$ cat src/rtl/uart_frame_rx.sv
// Rebuilds the 32-bit pong game-state word from UART bytes (MSB byte first, bit 31 marks frame start).
// Optional link watchdog compiled in with `define UART_LINK_WDG_EN.
module uart_frame_rx #(
  parameter int GAP_CYCLES = 100000,
  parameter int LINK_TICKS = 30
) (
  input  logic        clk,
  input  logic        rst_n,
  input  logic        rx_done_tick,
  input  logic [7:0]  rx_data,
  input  logic        timing_tick,
  output logic [31:0] rx_buf,
  output logic        frame_valid,
  output logic [7:0]  frame_err_cnt,
  output logic        link_lost
);

  localparam int GAP_W = $clog2(GAP_CYCLES + 1);
  localparam logic [GAP_W-1:0] GAP_LAST = GAP_W'(GAP_CYCLES - 1);

  typedef enum logic {IDLE, COLLECT} state_t;

  state_t           state_reg;
  logic [1:0]       byte_cnt_reg;
  logic [GAP_W-1:0] gap_cnt_reg;
  logic [31:0]      shift_reg;
  logic             pending_reg;
  logic [31:0]      rx_buf_reg;
  logic             frame_valid_reg;
  logic [7:0]       err_cnt_reg;

  assign rx_buf        = rx_buf_reg;
  assign frame_valid   = frame_valid_reg;
  assign frame_err_cnt = err_cnt_reg;

  always_ff @(posedge clk) begin
    if (!rst_n) begin
      state_reg       <= IDLE;
      byte_cnt_reg    <= 2'd0;
      gap_cnt_reg     <= '0;
      shift_reg       <= 32'h0;
      pending_reg     <= 1'b0;
      rx_buf_reg      <= 32'h0;
      frame_valid_reg <= 1'b0;
      err_cnt_reg     <= 8'h0;
    end else begin
      // Completed word is published one edge after the 4th byte, all 32 bits at once.
      frame_valid_reg <= pending_reg;
      pending_reg     <= 1'b0;
      if (pending_reg) begin
        rx_buf_reg <= shift_reg;
      end

      case (state_reg)
        IDLE: begin
          gap_cnt_reg <= '0;
          if (rx_done_tick) begin
            if (rx_data[7]) begin
              shift_reg    <= {rx_data, 24'h0};
              byte_cnt_reg <= 2'd1;
              state_reg    <= COLLECT;
            end else if (err_cnt_reg != 8'hFF) begin
              err_cnt_reg <= err_cnt_reg + 8'd1;
            end
          end
        end

        COLLECT: begin
          if (rx_done_tick) begin
            gap_cnt_reg <= '0;
            case (byte_cnt_reg)
              2'd1:    shift_reg[23:16] <= rx_data;
              2'd2:    shift_reg[15:8]  <= rx_data;
              default: shift_reg[7:0]   <= rx_data;
            endcase
            if (byte_cnt_reg == 2'd3) begin
              byte_cnt_reg <= 2'd0;
              pending_reg  <= 1'b1;
              state_reg    <= IDLE;
            end else begin
              byte_cnt_reg <= byte_cnt_reg + 2'd1;
            end
          end else if (gap_cnt_reg == GAP_LAST) begin
            // Byte arriving on this same cycle would have won; otherwise drop the partial frame.
            gap_cnt_reg  <= '0;
            byte_cnt_reg <= 2'd0;
            state_reg    <= IDLE;
            if (err_cnt_reg != 8'hFF) begin
              err_cnt_reg <= err_cnt_reg + 8'd1;
            end
          end else begin
            gap_cnt_reg <= gap_cnt_reg + 1'b1;
          end
        end

        default: state_reg <= IDLE;
      endcase
    end
  end

`ifdef UART_LINK_WDG_EN
  localparam int TICK_W = $clog2(LINK_TICKS + 1);
  localparam logic [TICK_W-1:0] TICK_MAX  = TICK_W'(LINK_TICKS);
  localparam logic [TICK_W-1:0] TICK_LAST = TICK_W'(LINK_TICKS - 1);

  logic [TICK_W-1:0] tick_cnt_reg;
  logic              link_lost_reg;

  assign link_lost = link_lost_reg;

  // A good frame clears the watchdog even if a timing tick lands on the same edge.
  always_ff @(posedge clk) begin
    if (!rst_n) begin
      tick_cnt_reg  <= '0;
      link_lost_reg <= 1'b0;
    end else if (pending_reg) begin
      tick_cnt_reg  <= '0;
      link_lost_reg <= 1'b0;
    end else if (timing_tick && tick_cnt_reg != TICK_MAX) begin
      tick_cnt_reg <= tick_cnt_reg + 1'b1;
      if (tick_cnt_reg == TICK_LAST) begin
        link_lost_reg <= 1'b1;
      end
    end
  end
`else
  logic unused_timing_tick;
  assign unused_timing_tick = timing_tick;
  assign link_lost = 1'b0;
`endif

endmodule

$ cat config.mk
export PLATFORM = sky130hd
export DESIGN_NAME = uart_frame_rx
export DESIGN_NICKNAME = d
export VERILOG_FILES = /design/src/rtl/uart_frame_rx.sv
export SDC_FILE = /design/constraint.sdc
export NUM_CORES = 1
export LEC_CHECK = 0
export ABC_AREA = 1
export CAP_MARGIN = 20
export CORE_ASPECT_RATIO = 1.75
export CORE_MARGIN = 2
export CORE_UTILIZATION = 37
export CTS_CLUSTER_SIZE = 10
export DETAILED_ROUTE_END_ITERATION = 7
export PLACE_DENSITY = 0.57
export SLEW_MARGIN = 15
export SYNTH_ARGS = -nofsm -noshare
export SYNTH_HDL_FRONTEND = slang
export SYNTH_SLANG_ARGS = --single-unit
$ cat constraint.sdc
create_clock -name clk -period 1.4 [get_ports clk]
set_input_delay 0.28 -clock clk [delete_from_list [all_inputs] [get_ports clk]]
set_output_delay 0.28 -clock clk [all_outputs]
set_load 0.02 [all_outputs]
# --- Yosys cells after proc, flatten, opt, wreduce, memory -nomap -nowiden ---
# Cells that the tools add are included.
word_totals:
  mem_bits_rw: 0
  wordCells: 67
  latch_bits: 0
  ff_bits: 94
  romBits: 0
  in_bits: 12
  mem_count: 0
  out_inout_bits: 42
op_classes:
  add_sub_neg: 3
  n_reduce_logical: 8
  div_mod_pow: 0
  n_shift: 0
  bitwise_logic: 1
  n_eq_ne: 15
  n_mul: 0
  n_lt_le_gt_ge: 0
  mux: 29
ops:
  columns: ["operator", "count"]
  rows:
  - ["2-to-1 mux 24 bit", 3]
  - ["2-to-1 mux 8 bit", 8]
  - ["one-hot mux 24 bit (2 select lines)", 1]
  - ["2-to-1 mux 17 bit", 2]
  - ["one-hot mux 17 bit (2 select lines)", 1]
  - ["adder 17 x 1 -> 17 bit (second input constant)", 1]
  - ["== test 17 bit (second input constant)", 1]
  - ["one-hot mux 8 bit (2 select lines)", 1]
  - ["AND reduction 4 bit", 4]
  - ["inequality test 2 bit (second input constant)", 6]
  - ["2-to-1 mux 2 bit", 5]
  - ["AND reduction 3 bit", 3]
  - ["adder 8 x 1 -> 8 bit (second input constant)", 1]
  - ["inequality test 8 bit (second input constant)", 1]
  - ["2-to-1 mux 1 bit", 6]
  - ["inequality test 2 x 1 -> 1 bit (second input constant)", 3]
  - ["== test 2 bit (second input constant)", 2]
  - ["one-hot mux 2 bit (2 select lines)", 1]
  - ["inequality test 3 x 2 -> 1 bit (second input constant)", 1]
  - ["adder 2 x 1 -> 2 bit (second input constant)", 1]
  - ["== test 2 x 1 -> 1 bit (second input constant)", 1]
  - ["one-hot mux 1 bit (2 select lines)", 1]
  - ["OR reduction 2 bit", 1]
  - ["NOT 1 bit", 1]

# --- Logic depth before layout (Yosys ltp) ---
logic_depth:
  word_depth: 5
  mapped_depth: 11

# --- Least setup slack after synthesis ---
# Ideal clock, no wire load.
synth_timing:
  path_kind: "register to register"
  startpoint: "register err_cnt_reg[0], in the netlist frame_err_cnt[0]"
  endpoint: "register err_cnt_reg[5], in the netlist frame_err_cnt[5]"
  setup_ps: 110
  path_stages_with_launch: 11
  n_path_buf: 0
  period_less_slack_ps: 1537
  path_slack_ps: -137
  required_ps: 1290
  arrival_time_ps: 1427
  cell_sequence: "dfxtp_1 > ha_1 > nand2_1 > nor2_1 > nand3_1 > nand2_1 > inv_1 > nand3_1 > nand2_1 > inv_1 > nor2_1"
synth_between:
  elab_chain_cells: 5
synth_rtl:
  columns: ["element", "line", "source"]
  rows:
  - ["start: declaration", "30", "logic [7:0] err_cnt_reg;"]
  - ["start signal: assignment", "63", "err_cnt_reg <= err_cnt_reg + 8'd1;"]
  - ["start signal: assignment", "89", "err_cnt_reg <= err_cnt_reg + 8'd1;"]
  - ["adder 8 x 1 -> 8 bit / inequality test 8 bit (equally long branches)", null, null]
  - ["2-to-1 mux 8 bit *", "62, 88", null]
  - ["2-to-1 mux 8 bit, on equally long branches", "83, 58", null]
  - ["2-to-1 mux 8 bit, on equally long branches", "69, 57", null]
  - ["one-hot mux 8 bit (2 select lines) *", "54", "case (state_reg)"]
# Mark *: on every way between the ends. The rest lies on a longest branch, timed or not. The select of a mux whose other input is x is not followed.
# A chain may end at the register's enable or synchronous reset.

# --- Final worst setup path ---
layout_timing:
  startpoint: "register gap_cnt_reg[1]"
  endpoint: "register gap_cnt_reg[10]"
layout_between:
  elab_chain_cells: 4
layout_rtl:
  columns: ["element", "line", "source"]
  rows:
  - ["start: declaration", "25", "logic [GAP_W-1:0] gap_cnt_reg;"]
  - ["start signal: assignment", "92", "gap_cnt_reg <= gap_cnt_reg + 1'b1;"]
  - ["adder 17 x 1 -> 17 bit / == test 17 bit (equally long branches)", "92, 83", null]
  - ["2-to-1 mux 17 bit *", "83", "end else if (gap_cnt_reg == GAP_LAST) begin"]
  - ["2-to-1 mux 17 bit *", "69", "if (rx_done_tick) begin"]
  - ["one-hot mux 17 bit (2 select lines) *", "54", null]
# Mark *: on every way between the ends. The rest lies on a longest branch, timed or not.

==> results_dict.tcl <==
set metrics [dict create \
    synth_warnings 0 \
    clock-root-buffer "clkbuf_16" \
    vias_per_cell 4.74 \
    post-route-drc-count 0 \
    core_um2 10200 \
    grt_pass1_vias 3325 \
    timing.fmax_mhz 696 \
    areaGrowthSynthToFinish_pct 39.7 \
    antenna_found_initial 0 \
    drive_gt1_frac 0.235 \
    period_minus_slack_ns 1.44 \
    drv_cap 0 \
    r2r_slack_ns -0.04 \
    syn_area_per_cell_um2 7.77 \
    clk_pin_slew_ns 0.07 \
    max-vdd-ir-drop_mv 0.713 \
    dr.pass1.iters 4 \
    drt_wl_total_mm 9.73 \
    fp-row-count 49 \
    min_path_type "in2reg" \
    syn-num-nets 518 \
    worstPathMaxFanout 3 \
    whs_ns 0.334 \
    first_iter_violations 113 \
    yosys.area.top_type_share 0.487 \
    start_util 0.378 \
    yosysTopAreaCell "dfxtp_1" \
    yosysMostFrequentCell "nor2_1" \
    gp_congestion 0.799 \
    rsz0062_at_grt "yes" \
    vias 3452 \
    grt_start_max_net_pins 62 \
    clock-sinks 94 \
    cts_buffers 9 \
    synth-edff-count 0 \
    fillCellCount 996 \
    path_class "reg2reg" \
    ios 54 \
    dpl.hpwl_mm 6.68 \
    power.leakage_nw 2.46 \
    seq_area_um2 1900 \
    grt_overflow_total 0 \
    setup_viol 8 \
    finalMaxSlewViolations 0 \
    power.density_nw_per_um2 1070 \
    startpoint_type "flop" \
    fin_worst_skew_ns 0.00932 \
    ys_seq_area_frac 0.487 \
    cts_tree "yes" \
    cp.required_ns 1.64 \
    synth-async-reset-ratio 0 \
    die_x_um 81.3 \
    diodes 0 \
    fin_crit_sh 1.03 \
    final_area_um2 5400 \
    syn_area_um2 3870 \
    setup_slack_ns -0.0359 \
    cts_max_level 3 \
    multi_input_area_um2 1880 \
    ant_nets 0 \
    wl_per_cell_um 13.4 \
    synthTopCellsByArea "dfxtp_1 49%, nor2_1 11%, o21ai_0 8.2%" \
    hold_viol_final 0 \
    crit_arrival_ns 1.67 \
    yosys-top-cells-count "111 x nor2_1, 94 x dfxtp_1, 63 x o21ai_0, 50 x nand2_1, 42 x inv_1" \
    placed_cell_area_um2 4810 \
    grt_pass1_wl_mm 15.1 \
    dieArea_um2 11300 \
    violations "setup timing" \
    finalNetCount 616 \
    p_total_w 0.00578 \
    track_usage 0.173 \
    synthDistinctLibCells 35 \
    synth_seq_cells 94 \
    endpoint_kind "flop" \
    synth_cells 498 \
    cts_buffer_depth 2 \
    die-height_um 139 \
    clk_latency_ns 0.35 \
    synth_flop_cell "dfxtp_1" \
    post-place-ws_ns -0.538 \
    outcome "finished, violations left" \
    port_buffers 51 \
    tns_ns -0.122 \
]
## layout make-up
cell class,count,share of cell area
Sequential cell,94,0.351
Tap cell,127,0.0294
Timing Repair Buffer,109,0.187
Multi-Input combinational cell,338,0.349
Inverter,44,0.0310
Clock inverter,6,0.00834
Clock buffer,10,0.0442
## cells by family after synthesis
logic type,Yosys count,synth area share
simple gates,217,0.256
compound gates,103,0.137
flops,94,0.487
buf+inv,66,0.0731
xor+xnor,9,0.0204
fa+ha+maj,8,0.0259
other cells,1,0.000970
## final timing paths
path | depth (start not counted) | startpoint | endpoint
min reg2reg | 2 | shift_reg[31] | rx_buf[31]
max | 8 | gap_cnt_reg[1] | gap_cnt_reg[10]
max reg2reg | 8 | gap_cnt_reg[1] | gap_cnt_reg[10]
min | 3 | rst_n | gap_cnt_reg[15]
## cell usage in the layout (no fill, tap or decap), types with 3 or more instances in the layout
| master | synthesis | layout |
|---|---|---|
| dfxtp_2 | 0 | 8 |
| inv_1 | 42 | 40 |
| nor2_4 | 5 | 12 |
| nand2_1 | 50 | 46 |
| nand3_1 | 13 | 6 |
| nand2_2 | 4 | 7 |
| xor2_1 | 7 | 6 |
| buf_12 | 0 | 7 |
| clkdlybuf4s50_1 | 0 | 8 |
| nor2_1 | 111 | 103 |
| dfxtp_1 | 94 | 85 |
| nand3_2 | 3 | 7 |
| clkbuf_16 | 0 | 11 |
| nor3_1 | 7 | 6 |
| clkbuf_2 | 0 | 3 |
| o21ai_0 | 63 | 60 |
| a21oi_1 | 32 | 32 |
| inv_2 | 2 | 3 |
| buf_4 | 4 | 46 |
| o21ai_1 | 4 | 6 |
| buf_6 | 2 | 3 |
| ha_4 | 0 | 3 |
| nand4_1 | 9 | 9 |
| nand3_4 | 0 | 3 |
| nor2_2 | 7 | 8 |
| ha_1 | 8 | 5 |
| dlygate4sd2_1 | 0 | 39 |
| clkinv_4 | 0 | 3 |
## routing by layer
| metal | vias to the layer above | global-route usage | share of wire |
|---|---|---|---|
| met5 | - | 0 | 0 |
| met4 | 0 | 0.0785 | 0.020 |
| met3 | 12 | 0.0344 | 0.026 |
| met2 | 39 | 0.314 | 0.55 |
| met1 | 1601 | 0.185 | 0.40 |
| li1 | 1800 | - | - |
## what timing repair did
item | 4_1_cts | 5_1_grt
cloned | 0 | 2
buffers inserted | 2 | 10
pin swaps | 5 | 15
gates resized for setup | 58 | 43
setup endpoints to repair | 81 | 45
hold buffers | 0 | 0
## critical path, cell delays in order, from the launching register on
cell and delay, ns:
dfxtp_2 0.35, ha_4 0.15, nand2_4 0.07, nor3_4 0.18, nand3_2 0.13, nor2_4 0.14, nand2_1 0.08, xor2_1 0.17
nor2_2 0.05
## power by group
part           total, W  internal (W)  switching (W)
clock network   0.00233       0.00126        0.00107
logic          0.000600      0.000274       0.000326
registers       0.00285       0.00278      0.0000669
total           0.00578       0.00432        0.00146
## through the flow
step                      std cells   util
final                           728  0.528
after global routing            728  0.528
after CTS                       716  0.500
after detailed placement        698  0.470
after global placement          698  0.470
after floorplan                 498      -
No activity file was read; power rests on OpenSTA's default activity.
